===== config.mk =====
export PLATFORM = sky130hd
export DESIGN_NAME = dut_pipe_misr
export DESIGN_NICKNAME = d
export VERILOG_FILES = /design/src/rtl/dut_pipe_misr.sv
export SDC_FILE = /design/constraint.sdc
export NUM_CORES = 1
export LEC_CHECK = 0
export ABC_CLOCK_PERIOD_IN_PS = 1300
export CORE_MARGIN = 3
export CORE_UTILIZATION = 40
export CTS_BUF_LIST = sky130_fd_sc_hd__clkbuf_16
export CTS_CLUSTER_DIAMETER = 50
export CTS_CLUSTER_SIZE = 10
export DETAILED_ROUTE_END_ITERATION = 10
export PLACE_DENSITY = 0.67
export SLEW_MARGIN = 10
export SYNTH_ARGS = -nofsm -noshare
export SYNTH_HDL_FRONTEND = slang
export SYNTH_SLANG_ARGS = --single-unit

===== constraint.sdc =====
create_clock -name clk -period 1.3 [get_ports clk]
set_input_delay 0.26 -clock clk [delete_from_list [all_inputs] [get_ports clk]]
set_output_delay 0.26 -clock clk [all_outputs]
set_load 0.02 [all_outputs]

===== src/rtl/dut_pipe_misr.sv =====
// dut_pipe_misr: two-stage valid/ready pipeline around a configurable logic cone,
// with an optional MISR that compresses each window of NUM_VEC results into one signature.
// Define DUT_MISR_EN to build the MISR and window FSM; otherwise sig_valid, sig_out
// and vec_cnt are tied to zero and only the pipeline is built.
module dut_pipe_misr #(
  parameter int unsigned     IN_W      = 50,
  parameter int unsigned     OUT_W     = 30,
  parameter int unsigned     NUM_VEC   = 16,
  parameter logic [OUT_W-1:0] MISR_POLY = 30'h20000029,
  parameter logic [OUT_W-1:0] CONST_VAL = '0,
  localparam int unsigned    CNT_W     = $clog2(NUM_VEC + 1)
) (
  input  logic             clk,
  input  logic             rst_n,
  input  logic             in_valid,
  output logic             in_ready,
  input  logic [IN_W-1:0]  in,
  output logic             out_valid,
  input  logic             out_ready,
  output logic [OUT_W-1:0] out,
  output logic             sig_valid,
  output logic [OUT_W-1:0] sig_out,
  output logic [CNT_W-1:0] vec_cnt
);

  logic             s1_valid_q;
  logic [IN_W-1:0]  s1_data_q;
  logic             s2_valid_q;
  logic [OUT_W-1:0] s2_data_q;
  logic [OUT_W-1:0] cone_res;
  logic             stall;
  logic             in_hs;

  // Each result bit looks at three consecutive input bits, wrapping around the input.
  for (genvar i = 0; i < OUT_W; i++) begin : g_cone
    localparam int unsigned IA = (3 * i) % IN_W;
    localparam int unsigned IB = (3 * i + 1) % IN_W;
    localparam int unsigned IC = (3 * i + 2) % IN_W;
    assign cone_res[i] = (s1_data_q[IA] & s1_data_q[IB]) ^ s1_data_q[IC] ^ CONST_VAL[i];
  end

  // Whole pipeline freezes while the result is held by the consumer.
  assign stall     = s2_valid_q & ~out_ready;
  assign in_ready  = rst_n & ~stall;
  assign in_hs     = in_valid & in_ready;
  assign out_valid = s2_valid_q;
  assign out       = s2_data_q;

  // Pipeline stage registers: S1 captures input, S2 captures cone result.
  always_ff @(posedge clk) begin
    if (!rst_n) begin
      s1_valid_q <= 1'b0;
      s1_data_q  <= '0;
      s2_valid_q <= 1'b0;
      s2_data_q  <= '0;
    end else if (!stall) begin
      s1_valid_q <= in_hs;
      if (in_hs) s1_data_q <= in;
      s2_valid_q <= s1_valid_q;
      if (s1_valid_q) s2_data_q <= cone_res;
    end
  end

`ifdef DUT_MISR_EN
  typedef enum logic [1:0] {StIdle, StAccum, StDone} state_e;

  state_e           state_q, state_d;
  logic [OUT_W-1:0] sig_q, sig_d;
  logic [OUT_W-1:0] sig_out_q, sig_out_d;
  logic [CNT_W-1:0] cnt_q, cnt_d;
  logic             out_hs;
  logic [OUT_W-1:0] sig_base;
  logic [CNT_W-1:0] cnt_inc;
  logic [OUT_W-1:0] misr_upd;

  assign out_hs = s2_valid_q & out_ready;

  // Outside ACCUM a handshake opens a fresh window, so it seeds from zero.
  always_comb begin
    sig_base = (state_q == StAccum) ? sig_q : '0;
    cnt_inc  = ((state_q == StAccum) ? cnt_q : '0) + CNT_W'(1);
    misr_upd = {sig_base[OUT_W-2:0], 1'b0} ^ (sig_base[OUT_W-1] ? MISR_POLY : '0) ^ s2_data_q;
  end

  // Window FSM next-state: accumulate handshakes, report once per window.
  always_comb begin
    state_d   = state_q;
    sig_d     = sig_q;
    sig_out_d = sig_out_q;
    cnt_d     = cnt_q;
    if (out_hs) begin
      sig_d = misr_upd;
      cnt_d = cnt_inc;
      if (cnt_inc == CNT_W'(NUM_VEC)) begin
        state_d   = StDone;
        sig_out_d = misr_upd;
      end else begin
        state_d = StAccum;
      end
    end else begin
      unique case (state_q)
        StAccum: state_d = StAccum;
        StDone, StIdle: begin
          state_d = StIdle;
          sig_d   = '0;
          cnt_d   = '0;
        end
        default: begin
          state_d = StIdle;
          sig_d   = '0;
          cnt_d   = '0;
        end
      endcase
    end
  end

  // Window FSM state, accumulator, counter and held signature.
  always_ff @(posedge clk) begin
    if (!rst_n) begin
      state_q   <= StIdle;
      sig_q     <= '0;
      sig_out_q <= '0;
      cnt_q     <= '0;
    end else begin
      state_q   <= state_d;
      sig_q     <= sig_d;
      sig_out_q <= sig_out_d;
      cnt_q     <= cnt_d;
    end
  end

  assign sig_valid = (state_q == StDone);
  assign sig_out   = sig_out_q;
  assign vec_cnt   = cnt_q;
`else
  assign sig_valid = 1'b0;
  assign sig_out   = '0;
  assign vec_cnt   = '0;
`endif

endmodule


==> flow_metrics.tcl, run 1 <==
set metrics [dict create \
    path_cells "nand2b_4 > and2_4 > buf_6" \
    io_pins 122 \
    h-tree-depth 3 \
    hp-class "input pin to flip-flop" \
    synth-main-ff-cell "dfxtp_1" \
    grt-ovfl-total 0 \
    postRouteAntennaNets 0 \
    chipHeight_um 106 \
    cts_buffers 9 \
    hold_buffers 0 \
    grt_max_degree 52 \
    clk_path_buf_depth 2 \
    rsz0062_at_grt "true" \
    met1_usage_pct 20.8 \
    p_per_area_mw_per_mm2 1240 \
    timing.final.hold_violations 0 \
    synth_cell_types 21 \
    design.core.area_mm2 0.00946 \
    die_area_mm2 0.0112 \
    ir_worst_vdd_v 0.000521 \
    synth_area_leaders "dfxtp_1, a211oi_2, buf_4, nand4_1, nand2_1" \
    initialDrtViolationCount 130 \
    grt_use_met3_pct 2.76 \
    ys_warn_count 0 \
    portBuffers 85 \
    worstPathMaxFanout 2 \
    worst_setup_path_end_kind "output pin" \
    start_kind "flip-flop" \
    first_pass_iters 6 \
    synth_seq_area_share_pct 41.2 \
    critical-path-top-delay-family "flip-flops" \
    synth.most_common_cell "dfxtp_1" \
    place_congestion 0.779 \
    leakagePower_nw 1.97 \
    synth_edf_count 0 \
    drt_wl_total_mm 9.34 \
    grt_util_met2_pct 29.7 \
    fin_crit_sh_pct 98.3 \
    busiest_layer "met2" \
    insertedDiodeCount 0 \
    required_ns 1.04 \
    nets 578 \
    antenna_found_initial 0 \
    synthToLayoutAreaGrowth_pct 32.9 \
    drive_gt1_share_pct 23.6 \
    syn-cell-area_mm2 0.00398 \
    holdWs_ns 0.424 \
    syn_area_per_cell_um2 9.07 \
    cts_tree "yes" \
    vias_per_cell 4.87 \
    slowest_delay_ns 0.36 \
    cp_slowest_cell "dfxtp_2" \
    grt_pass1_wl_mm 15.3 \
    grt_usage_pct 17.0 \
    clk_pin_slew_ns 0.06 \
    num_rows 35 \
    cts_root_buffer "clkbuf_16" \
    dp_hpwl_mm 6.41 \
    critPathKind "flip-flop to output pin" \
    yosysTopAreaCell "dfxtp_1" \
    outcome "finished, final reports clean" \
    power.total_mw 6.54 \
    grt_pass1_vias 3070 \
    worstPathArrival_ns 1.02 \
    achievable-frequency_mhz 782 \
    ys_top_cells_by_count "dfxtp_1, nand2_1, nand4_1, o21ai_1, buf_4" \
    crit_buf_inv 1 \
    period_needed_ns 1.28 \
    wl_per_cell_um 14.2 \
    vias 3206 \
    setup_ws_ns 0.0220 \
    syn-instance-count 439 \
    fin_skew_ns 0.00511 \
    floorplan.initialDensity_pct 42.1 \
    synth.top_cell.area_share_pct 41.2 \
    drv_cap 0 \
    clock_sinks 82 \
    dpl_worst_slack_ns -0.539 \
    ys_seq_elements 82 \
    die_x_um 106 \
    final_util_pct 56.0 \
    worstSkewPairLatency_ns 0.33 \
    finalSetupViolations 0 \
    slew_violations 0 \
    drc 0 \
    synth-async-reset-ratio_pct 0 \
]
-- metrics by stage --
step / cell area [um^2] / TNS [ns] / instances
final: 5290 / 0 / 658
after CTS: 5300 / -0.0106 / 658
after global routing: 5290 / -0.0193 / 658
after floorplan: 4120 / 0 / 474
after detailed placement: 4850 / -37.36 / 633
after global placement: 4850 / -38.74 / 633
-- area by class of cell --
| cell class | count | area [um^2] |
|---|---|---|
| Fill cell | 878 | 4170 |
| Multi-Input combinational cell | 313 | 1980 |
| Clock buffer | 9 | 225 |
| Clock inverter | 7 | 70.1 |
| Timing Repair Buffer | 116 | 1200 |
| Sequential cell | 82 | 1640 |
| Inverter | 2 | 7.51 |
| Tap cell | 129 | 161 |
-- power breakdown --
| part | switching, mW | total (mW) | leakage (nW) | internal [mW] |
|---|---|---|---|---|
| combinational | 0.655 | 1.20 | 1.15 | 0.546 |
| sequential | 0.150 | 2.86 | 0.677 | 2.71 |
| clock | 0.996 | 2.48 | 0.141 | 1.48 |
| total | 1.80 | 6.54 | 1.97 | 4.74 |
-- final timing paths --
path / start / to / slack [ns] / cells past startpoint
setup / recovery: out_valid$_SDFFE_PN0N_ / in_ready / 0.02 / 3
hold / removal: in_valid / s1_data_q[15]$_SDFFE_PN0P_ / 0.42 / 4
setup reg to reg: out_valid$_SDFFE_PN0N_ / out[16]$_SDFFE_PN0P_ / 0.07 / 5
hold reg to reg: s1_data_q[45]$_SDFFE_PN0P_ / s1_data_q[45]$_SDFFE_PN0P_ / 0.45 / 2
-- timing repair --
item	4_1_cts	5_1_grt
buffers inserted	9	0
gates resized for setup	79	25
pin swaps	2	2
endpoints found under the setup margin	112	48
endpoints found under the hold margin	0	0
gates cloned	1	1
-- tightest hold or removal path: cells and delay by family --
kind | cells | cell delay, ns
simple gates | 1 | 0.09
buf+inv | 2 | 0.30
compound gates | 1 | 0.05
-- logic make-up after synthesis --
kind of cell,after synthesis,synth area share (%)
multiplexers,1,0.251
buffers and inverters,79,13.9
AO/OA/AOI/OAI,111,21.5
XOR/XNOR,30,6.60
other,1,0.0941
flip-flops,82,41.2
AND/OR/NAND/NOR,135,16.5
-- registers in the layout, indices dropped and copies added (netlist names) --
register / cells
s1_data_q: 50
out: 30
out_valid: 1
s1_valid_q: 1
-- per-layer routing --
metal / up-vias / wire [um]
met4: 0 / 131
li1: 1631 / -
met3: 10 / 374
met1: 1485 / 4100
met2: 80 / 4740
met5: - / 0
-- cell usage in the layout (no fill, tap or decap) --
cell type / n
nand2_1: 80
a21oi_1: 6
and3_4: 1
clkdlybuf4s15_1: 12
clkdlybuf4s50_1: 50
nand4_1: 50
clkinv_4: 1
buf_16: 1
dfxtp_1: 80
a211oi_2: 29
inv_2: 1
buf_12: 10
inv_1: 2
a21oi_4: 4
inv_6: 1
buf_8: 1
dfxtp_2: 2
buf_2: 1
clkbuf_16: 10
bufinv_16: 1
nor2_1: 1
clkinv_1: 1
clkinvlp_4: 2
dlygate4sd2_1: 5
o21ai_1: 50
clkbuf_2: 10
mux2i_1: 1
clkdlybuf4s15_2: 4
a211oi_4: 1
nand2b_4: 1
xor2_1: 30
and2_4: 2
conb_1: 36
a21oi_2: 21
buf_6: 4
buf_4: 17
Power figures use the tool's default switching activity.
==> run 2, diff against run 1 <==
- HOLD_SLACK_MARGIN: unset -> 0.15
==> results of run 2 <==
Final layout, timing and power as in run 1 (identical DEF).
